`config.mk`:
```
export PLATFORM = sky130hd
export DESIGN_NAME = matmul_mem_master
export DESIGN_NICKNAME = d
export VERILOG_FILES = /design/src/rtl/matmul_mem_master.sv
export SDC_FILE = /design/constraint.sdc
export NUM_CORES = 1
export LEC_CHECK = 0
export BUFFER_PORTS_ARGS = -buffer_cell sky130_fd_sc_hd__buf_2
export CAP_MARGIN = 25
export CORE_MARGIN = 5
export CORE_UTILIZATION = 40
export DETAILED_ROUTE_END_ITERATION = 8
export SETUP_SLACK_MARGIN = 0.1
export SLEW_MARGIN = 20
export SYNTH_ARGS = -nofsm -noshare
export SYNTH_HDL_FRONTEND = slang
export SYNTH_SLANG_ARGS = --single-unit
export TNS_END_PERCENT = 10
```
`constraint.sdc`:
```
create_clock -name i_clk -period 11.85 [get_ports i_clk]
set_input_delay 0 -clock i_clk [delete_from_list [all_inputs] [get_ports i_clk]]
set_output_delay 0 -clock i_clk [all_outputs]
set_load 0.01 [all_outputs]
```
`src/rtl/matmul_mem_master.sv`:
```
// Memory-side initiator for a DIMxDIM matrix multiply: reads A and B, writes C = A x B row-major.
// Define MATMUL_SATURATE_EN for a saturating accumulator and the o_sat_flag output.
module matmul_mem_master #(
  parameter int unsigned DIM    = 3,
  parameter logic [31:0] A_BASE = 32'h0000_0200,
  parameter logic [31:0] B_BASE = 32'h0000_0300,
  parameter logic [31:0] C_BASE = 32'h0000_0100,
  parameter int unsigned DATA_W = 32
) (
  input  logic              i_clk,
  input  logic              i_reset,
  input  logic              i_start,
  output logic              o_busy,
  output logic              o_done,
  output logic              o_memread,
  output logic              o_memwrite,
  output logic [31:0]       o_address,
  output logic [DATA_W-1:0] o_write_data,
`ifdef MATMUL_SATURATE_EN
  output logic              o_sat_flag,
`endif
  input  logic [DATA_W-1:0] i_read_data
);

  localparam int unsigned IW = (DIM > 1) ? $clog2(DIM) : 1;
  localparam logic [IW-1:0] LAST = IW'(DIM - 1);

  typedef enum logic [2:0] {StIdle, StRdA, StRdB, StWr, StDone} state_e;

  state_e            r_state, w_state_d;
  logic [IW-1:0]     r_i, r_j, r_k, w_i_d, w_j_d, w_k_d;
  logic [DATA_W-1:0] r_a, w_a_d, r_acc, w_acc_d, w_acc_sum;
  logic [DATA_W-1:0] r_wdata, w_wdata_d;
  logic [31:0]       r_address, w_address_d;
  logic              r_memread, w_memread_d, r_memwrite, w_memwrite_d;
  logic              r_busy, r_done;
  logic              w_set_sat, w_clr_sat;

  function automatic logic [31:0] f_addr(input logic [31:0] base, input logic [IW-1:0] row,
                                         input logic [IW-1:0] col);
    logic [31:0] r32, c32;
    r32 = 32'(row);
    c32 = 32'(col);
    return base + ((r32 * DIM + c32) << 2);
  endfunction

`ifdef MATMUL_SATURATE_EN
  localparam int unsigned SW = 2 * DATA_W + 1;
  localparam logic signed [SW-1:0] SAT_MAX = {{(DATA_W + 2){1'b0}}, {(DATA_W - 1){1'b1}}};
  localparam logic signed [SW-1:0] SAT_MIN = {{(DATA_W + 2){1'b1}}, {(DATA_W - 1){1'b0}}};

  logic [2*DATA_W-1:0]   w_prod;
  logic signed [SW-1:0]  w_sum_wide;
  logic                  w_sat;
  logic                  r_sat;

  // Full-width signed product plus sign-extended accumulator, clamped to DATA_W.
  assign w_prod = $signed({{DATA_W{r_a[DATA_W-1]}}, r_a}) *
                  $signed({{DATA_W{i_read_data[DATA_W-1]}}, i_read_data});
  assign w_sum_wide = $signed({w_prod[2*DATA_W-1], w_prod}) +
                      $signed({{(DATA_W + 1){r_acc[DATA_W-1]}}, r_acc});

  always_comb begin
    w_sat     = 1'b0;
    w_acc_sum = w_sum_wide[DATA_W-1:0];
    if (w_sum_wide > SAT_MAX) begin
      w_sat     = 1'b1;
      w_acc_sum = {1'b0, {(DATA_W - 1){1'b1}}};
    end else if (w_sum_wide < SAT_MIN) begin
      w_sat     = 1'b1;
      w_acc_sum = {1'b1, {(DATA_W - 1){1'b0}}};
    end
  end

  always_ff @(posedge i_clk) begin
    if (i_reset)        r_sat <= 1'b0;
    else if (w_clr_sat) r_sat <= 1'b0;
    else if (w_set_sat) r_sat <= 1'b1;
  end

  assign o_sat_flag = r_sat;
`else
  // Low DATA_W bits of the product are identical for signed and unsigned operands.
  logic [DATA_W-1:0] w_prod_lo;
  assign w_prod_lo = r_a * i_read_data;
  assign w_acc_sum = r_acc + w_prod_lo;
`endif

  always_comb begin
    w_state_d    = r_state;
    w_i_d        = r_i;
    w_j_d        = r_j;
    w_k_d        = r_k;
    w_a_d        = r_a;
    w_acc_d      = r_acc;
    w_memread_d  = 1'b0;
    w_memwrite_d = 1'b0;
    w_address_d  = r_address;
    w_wdata_d    = r_wdata;
    w_set_sat    = 1'b0;
    w_clr_sat    = 1'b0;
    case (r_state)
      StIdle: begin
        if (i_start) begin
          w_state_d   = StRdA;
          w_i_d       = '0;
          w_j_d       = '0;
          w_k_d       = '0;
          w_acc_d     = '0;
          w_clr_sat   = 1'b1;
          w_memread_d = 1'b1;
          w_address_d = f_addr(A_BASE, '0, '0);
        end
      end
      StRdA: begin
        w_a_d       = i_read_data;
        w_state_d   = StRdB;
        w_memread_d = 1'b1;
        w_address_d = f_addr(B_BASE, r_k, r_j);
      end
      StRdB: begin
`ifdef MATMUL_SATURATE_EN
        w_set_sat = w_sat;
`endif
        w_acc_d = w_acc_sum;
        if (r_k == LAST) begin
          w_k_d        = '0;
          w_state_d    = StWr;
          w_memwrite_d = 1'b1;
          w_address_d  = f_addr(C_BASE, r_i, r_j);
          w_wdata_d    = w_acc_sum;
        end else begin
          w_k_d       = r_k + 1'b1;
          w_state_d   = StRdA;
          w_memread_d = 1'b1;
          w_address_d = f_addr(A_BASE, r_i, w_k_d);
        end
      end
      StWr: begin
        w_acc_d = '0;
        if (r_i == LAST && r_j == LAST) begin
          w_state_d = StDone;
        end else begin
          if (r_j == LAST) begin
            w_j_d = '0;
            w_i_d = r_i + 1'b1;
          end else begin
            w_j_d = r_j + 1'b1;
          end
          w_state_d   = StRdA;
          w_memread_d = 1'b1;
          w_address_d = f_addr(A_BASE, w_i_d, '0);
        end
      end
      StDone:  w_state_d = StIdle;
      default: w_state_d = StIdle;
    endcase
  end

  always_ff @(posedge i_clk) begin
    if (i_reset) begin
      r_state    <= StIdle;
      r_i        <= '0;
      r_j        <= '0;
      r_k        <= '0;
      r_a        <= '0;
      r_acc      <= '0;
      r_memread  <= 1'b0;
      r_memwrite <= 1'b0;
      r_address  <= '0;
      r_wdata    <= '0;
      r_busy     <= 1'b0;
      r_done     <= 1'b0;
    end else begin
      r_state    <= w_state_d;
      r_i        <= w_i_d;
      r_j        <= w_j_d;
      r_k        <= w_k_d;
      r_a        <= w_a_d;
      r_acc      <= w_acc_d;
      r_memread  <= w_memread_d;
      r_memwrite <= w_memwrite_d;
      r_address  <= w_address_d;
      r_wdata    <= w_wdata_d;
      r_busy     <= (w_state_d != StIdle);
      r_done     <= (w_state_d == StDone);
    end
  end

  assign o_busy       = r_busy;
  assign o_done       = r_done;
  assign o_memread    = r_memread;
  assign o_memwrite   = r_memwrite;
  assign o_address    = r_address;
  assign o_write_data = r_wdata;

endmodule

```
Yosys cells after proc, flatten, opt, wreduce, memory -nomap -nowiden
Cells that the tools add are included.

Input bits: 35. Logic and storage cells: 76. Output and inout port bits: 68. Bits in registers: 141.

Bitwise logic cells: 1. Multipliers: 4. Reductions and logical operators: 13. Add/sub/neg operators: 11. Eq/ne operators: 9. Muxes and demuxes: 26.

Operators by type and width (number): 32-bit case mux with 4 select lines (1); 32-bit 2-to-1 mux (3); 32-bit case mux with 3 select lines (1); 32-bit adder (1); 32-bit by 32-bit multiplier with 32-bit output (1); 10-bit by 7-bit adder with 11-bit output, first input constant (2); 2-bit 2-to-1 mux (9); 4-bit by 2-bit adder with 5-bit output (3); 2-bit by 2-bit multiplier with 4-bit output, second input constant (3); 2-bit case mux with 2 select lines (3); 3-bit case mux with 4 select lines (1); 10-bit by 6-bit adder with 11-bit output, first input constant (1); 11-bit 2-to-1 mux (1); 9-bit by 7-bit adder with 10-bit output, first input constant (1); 2-bit by 1-bit adder with 2-bit output, second input constant (3); 2-bit equality test, second input constant (3); 3-bit by 2-bit equality test with 1-bit output, second input constant (2); 3-bit 2-to-1 mux (2); 2-bit AND reduction (3); 3-bit AND reduction (2); 3-bit nonzero test (2); 1-bit 2-to-1 mux (4); 2-bit != test, second input constant (2); 1-bit case mux with 4 select lines (1); other kinds (8) (9).

Depth between registers and ports, before layout
Depth in word-level cells: 8. Depth in mapped cells: 30. Gate-level depth less buffers: 27.

Least setup slack after synthesis
Ideal clock, no wire load.

Path type: register to register. From: register r_a[17]. To: register r_acc[27]. Library setup time: 117 ps. Period minus slack after synthesis: 6928 ps. Path slack: 4922 ps. Path buffers: 1. Stages on the path, launching flop included: 27. Data arrival time: 6811 ps. Required time: 11733 ps. Cells stage by stage: dfxtp_1 -> clkbuf_1 -> and2_1 -> fa_1 -> fa_1 -> fa_1 -> inv_1 -> fa_1 -> inv_1 -> fa_1 -> inv_1 -> fa_1 -> inv_1 -> fa_1 -> inv_1 -> fa_1 -> inv_1 -> ha_1 -> a211oi_1 -> nor2_1 -> a311o_1 -> a21o_2 -> a2bb2oi_4 -> a21o_1 -> a21oi_1 -> xnor2_1 -> a22o_1.

Longest elaborated chain between the ends: 3.

Ends and longest elaborated chain: start: declaration (RTL line 32) `logic [DATA_W-1:0] r_a, w_a_d, r_acc, w_acc_d, w_acc_sum;`; start signal: assignment (RTL line 179) `r_a <= w_a_d;`; 32-bit by 32-bit multiplier with 32-bit output (RTL line 85) `assign w_prod_lo = r_a * i_read_data;`; 32-bit adder (RTL line 86) `assign w_acc_sum = r_acc + w_prod_lo;`; 32-bit case mux with 3 select lines (RTL line 102) `case (r_state)`; end signal: assignment (RTL line 180) `r_acc <= w_acc_d;`; end: declaration (RTL line 32).

No other way between the ends. A chain may end at the register's enable or synchronous reset.

Final worst setup path
From: register r_a[8]. To: register r_wdata[29], in the netlist o_write_data[29].

Longest elaborated chain between the ends: 2.

Ends and longest elaborated chain: 32-bit by 32-bit multiplier with 32-bit output (RTL line 85); 32-bit adder (RTL line 86); end signal: assignment (RTL line 184) `r_wdata <= w_wdata_d;`; end: declaration (RTL line 33) `logic [DATA_W-1:0] r_wdata, w_wdata_d;`.

No other way between the ends.

==> impl_results.rst <==
.. list-table::
   :header-rows: 1

   * - Metric
     - Value
   * - Number of buffers created by CTS
     - 17
   * - Number of violations of the max-capacitance limit
     - 0
   * - Post_cts resized
     - 0
   * - Outcome
     - finished, final reports clean
   * - Final setup slack of the worst path
     - 4180 ps
   * - Maximum root-to-sink buffer count
     - 2
   * - Final total negative setup slack
     - 0 ps
   * - Cell type group with the largest total delay on the critical path
     - adder cells
   * - Die outline area
     - 0.0583 sq mm
   * - Horiz. Die Dim
     - 242 microns
   * - Number of enable-type register cells in the synthesized netlist
     - 0
   * - Peak per-stage delay on the critical path
     - 990 ps
   * - Final-stage net count
     - 3056
   * - Post-synthesis async set-or-reset flop share
     - 0%
   * - Detailed-routing iteration count for the pre-antenna-repair pass
     - 7
   * - Unrepaired setup endpoints after global routing
     - no
   * - Internal reg-to-reg setup slack
     - 4180 ps
   * - Largest net degree at the start of global routing
     - 67
   * - Reg2Reg Capture Point
     - o_write_data[29]
   * - Mean post-synth cell area
     - 8.75 sq um
   * - Total half-perimeter wirelength after legalization and detailed placement
     - 46.0 mm
   * - Worst hold path class
     - input port to flop
   * - Setup skew after layout
     - 11.4 ps
   * - Signed area change from the synthesized netlist to the final layout
     - 7.38%
   * - R2r worst-path depth
     - 22
   * - Total cell area at the placement stage
     - 0.0222 sq mm
   * - Worst IR drop on VDD
     - 0.132 mV
   * - Max-slew violation total from the final report
     - 0
   * - Die height
     - 242 microns
   * - Design area
     - 0.0230 sq mm
   * - Distinct cell type count of the synthesized netlist
     - 58
   * - Per-cell via count in the routed design
     - 5.00
   * - Final hold violation count
     - 0
   * - Leading area contributor after synthesis
     - sky130_fd_sc_hd__fa_1
   * - Post-route fraction of the period consumed by the critical path
     - 64.7%
   * - Worst Max-Slew Pin Slew
     - 1010 ps
   * - Area of the placeable core
     - 0.0529 sq mm
   * - Main area contributors after synthesis
     - sky130_fd_sc_hd__fa_1 (41%), sky130_fd_sc_hd__dfxtp_1 (11%), sky130_fd_sc_hd__inv_1 (9.0%), sky130_fd_sc_hd__and2_1 (8.7%), sky130_fd_sc_hd__ha_1 (7.9%)
   * - Share of post-route cells with drive strength above 1
     - 5.78%
   * - IO Count
     - 103
   * - CTS sink count
     - 116
   * - Post-synthesis instance area
     - 0.0214 sq mm
   * - Core Rows
     - 84
   * - Port Buffer Count
     - 77
   * - CP required
     - 12220 ps
   * - Critical Path Slowest Stage Cell
     - sky130_fd_sc_hd__dfxtp_1
   * - Via total after detailed routing
     - 15729
   * - Final GP Congestion
     - 0.902
   * - Design Power
     - 3.17 mW
   * - First-pass GRT wire length
     - 93.8 mm
   * - Slew Limit Headroom
     - 32.3%
   * - Clock insertion delay at the later pin of the skew report
     - 450 ps
   * - Crit path launch
     - r_a[8]
   * - Final-layout fill cell count
     - 5247
   * - Post-synthesis sequential element count
     - 116
   * - Average wire per cell in the routed design
     - 18.2 microns
   * - Synthesis Warnings
     - 0
   * - Fraction of post-synthesis cell area in the top cell type by area
     - 41.2%
   * - Leak pwr
     - 11.2 nW
   * - Initial cell density of the core
     - 40.6%
   * - Cell type with the highest occurrence count on the critical path
     - sky130_fd_sc_hd__fa_1
   * - Max Freq
     - 130 MHz
   * - Arr. time, crit path
     - 8040 ps
   * - Grt ovf
     - 0
   * - Clock-pin slew on the worst setup and hold paths
     - 60 ps
   * - List of cells traversed by the critical path
     - nand2_1, fa_1, inv_1, fa_1, inv_1, fa_1, fa_1, inv_1, fa_1, fa_1, fa_1, inv_1, fa_1, inv_1, ha_1, a21oi_1, a21boi_0, or2_2, a31oi_1, xnor2_1, nand2_1, a21oi_1
   * - DRC
     - 0
   * - Worst Path Max Fanout
     - 25
   * - Origin of the critical flop-to-flop path
     - r_a[8]
   * - Endpoints failing setup
     - 0
   * - Post-detailed-route count of antenna-violating nets
     - 0
   * - Clock root buffer
     - sky130_fd_sc_hd__clkbuf_16
   * - All-Layer GR Usage
     - 19.9%
   * - Final core utilization
     - 43.6%
   * - Initial antenna violation count
     - 0
   * - CP Launch Type
     - flop
   * - Number of buffer and inverter stages on the critical path
     - 5
   * - Most common flop cell mapped by yosys
     - sky130_fd_sc_hd__dfxtp_1
   * - Sequential-to-total area share from yosys stat
     - 10.8%
   * - DR iter-0 viols
     - 969
   * - Worst setup path category
     - flop to flop
   * - H-tree levels
     - 4
   * - Cell area power density
     - 138 mW/mm^2
   * - Worst Setup Slack post-DPL
     - 4220 ps
   * - Syn Inst Count
     - 2449
   * - Start point of the worst hold path
     - i_reset
   * - CP endpoint kind
     - flop
   * - End point of the worst hold path
     - o_write_data[24]
   * - Final min period
     - 7670 ps
   * - Routed wire length
     - 57.2 mm
   * - WHS Path Cells
     - 2
   * - Clock tree from TritonCTS
     - yes
   * - Vias in the first global route
     - 16990
routing by layer:
metal | wire (microns) | GRT usage, % | vias to the layer above | part of all wire, %
met5 | 0 | 0 | - | 0
li1 | - | - | 7157 | -
met1 | 26100 | 28.4 | 8009 | 46
met4 | 1020 | 3.98 | 0 | 1.8
met3 | 3950 | 4.07 | 69 | 6.9
met2 | 26100 | 31.6 | 494 | 46
worst max-delay path by stage:
stage | endpoint | slack (ps) | depth (start not counted)
final | o_write_data[29] | 4180 | 22
after global routing | o_write_data[29] | 3880 | 22
after CTS | r_acc[30] | 4170 | 23
after detailed placement | r_acc[30] | 4220 | 23
after global placement | r_acc[27] | 4330 | 26
after floorplan | r_acc[27] | 4920 | 26
cell families after synthesis:
family | share of synthesized area [%]
and+or+nand+nor | 17.8
buffers and inverters | 12.2
adders and majority gates | 49.1
AOI/OAI and AO/OA | 6.33
DFF | 10.8
xor gates and xnor gates | 3.59
muxes | 0.105
other | 0.0175
timing repair:
| item | 4_1_cts | 5_1_grt |
|---|---|---|
| hold endpoints to repair | 17 | 0 |
| hold buffers | 18 | 0 |
| setup buffers | 0 | 0 |
cells in the final DEF, fill, tap and decap left out, types with 25 or more instances in the layout:
cell type / synthesis / final
sky130_fd_sc_hd__buf_2: 4 / 76
sky130_fd_sc_hd__xnor2_1: 69 / 69
sky130_fd_sc_hd__dfxtp_1: 116 / 116
sky130_fd_sc_hd__conb_1: 1 / 25
sky130_fd_sc_hd__ha_1: 136 / 136
sky130_fd_sc_hd__o21ai_0: 25 / 25
sky130_fd_sc_hd__a21oi_1: 81 / 81
sky130_fd_sc_hd__fa_1: 441 / 441
sky130_fd_sc_hd__nand2_1: 373 / 373
sky130_fd_sc_hd__and2_1: 297 / 297
sky130_fd_sc_hd__inv_1: 514 / 514
sky130_fd_sc_hd__nor2_1: 63 / 63
Yosys cell counts, types with 2 or more instances:
cell / number
sky130_fd_sc_hd__or2_2: 3
sky130_fd_sc_hd__a22o_1: 12
sky130_fd_sc_hd__a22oi_1: 22
sky130_fd_sc_hd__nand2b_1: 5
sky130_fd_sc_hd__ha_1: 136
sky130_fd_sc_hd__nand3b_1: 2
sky130_fd_sc_hd__buf_2: 4
sky130_fd_sc_hd__nor3_1: 16
sky130_fd_sc_hd__buf_4: 25
sky130_fd_sc_hd__nand3_1: 7
sky130_fd_sc_hd__o2111ai_1: 2
sky130_fd_sc_hd__dfxtp_1: 116
sky130_fd_sc_hd__a32oi_1: 2
sky130_fd_sc_hd__mux2_2: 2
sky130_fd_sc_hd__nor2b_1: 3
sky130_fd_sc_hd__clkbuf_1: 127
sky130_fd_sc_hd__o21ai_0: 25
sky130_fd_sc_hd__o31ai_1: 2
sky130_fd_sc_hd__o21bai_1: 6
sky130_fd_sc_hd__o21a_1: 4
sky130_fd_sc_hd__a211oi_1: 11
sky130_fd_sc_hd__o21ai_2: 2
sky130_fd_sc_hd__fa_1: 441
sky130_fd_sc_hd__a21oi_1: 81
sky130_fd_sc_hd__a21o_1: 13
sky130_fd_sc_hd__nand2_1: 373
sky130_fd_sc_hd__or3_1: 3
sky130_fd_sc_hd__a31oi_1: 8
sky130_fd_sc_hd__a211o_1: 2
sky130_fd_sc_hd__inv_1: 514
sky130_fd_sc_hd__xor2_1: 19
sky130_fd_sc_hd__and2_1: 297
sky130_fd_sc_hd__nand4_1: 4
sky130_fd_sc_hd__xnor2_1: 69
sky130_fd_sc_hd__and3_1: 4
sky130_fd_sc_hd__nor2_1: 63
sky130_fd_sc_hd__o211ai_2: 2
sky130_fd_sc_hd__buf_1: 2
final cells by class:
type                            count  area, sq um  share of cell area, %
Clock inverter                     14          189                  0.821
Tap cell                          688          861                   3.74
Multi-Input combinational cell   1685        16600                   72.1
Inverter                          514         1930                   8.38
Antenna cell                        1         2.50                 0.0109
Timing Repair Buffer              110          688                   2.99
Clock buffer                       18          439                   1.91
Sequential cell                   116         2320                   10.1
power breakdown:
part	switching (mW)	internal, mW
combinational	1.33	0.837
clock	0.222	0.343
sequential	0.0356	0.411
state kept, by name (all words and copies together), names as in the netlist:
signal        cells
o_address         7
r_k               2
o_busy            1
r_i               2
o_write_data     32
o_memwrite        1
o_done            1
o_memread         1
r_state           3
r_a              32
r_acc            32
r_j               2
through the flow:
step,hold slack (ps),cells
after floorplan,136,2473
after global placement,263,3094
after detailed placement,269,3094
after CTS,0.419,3144
after global routing,26.0,3145
final,16.8,3146
(Power assumes the default switching activity.)
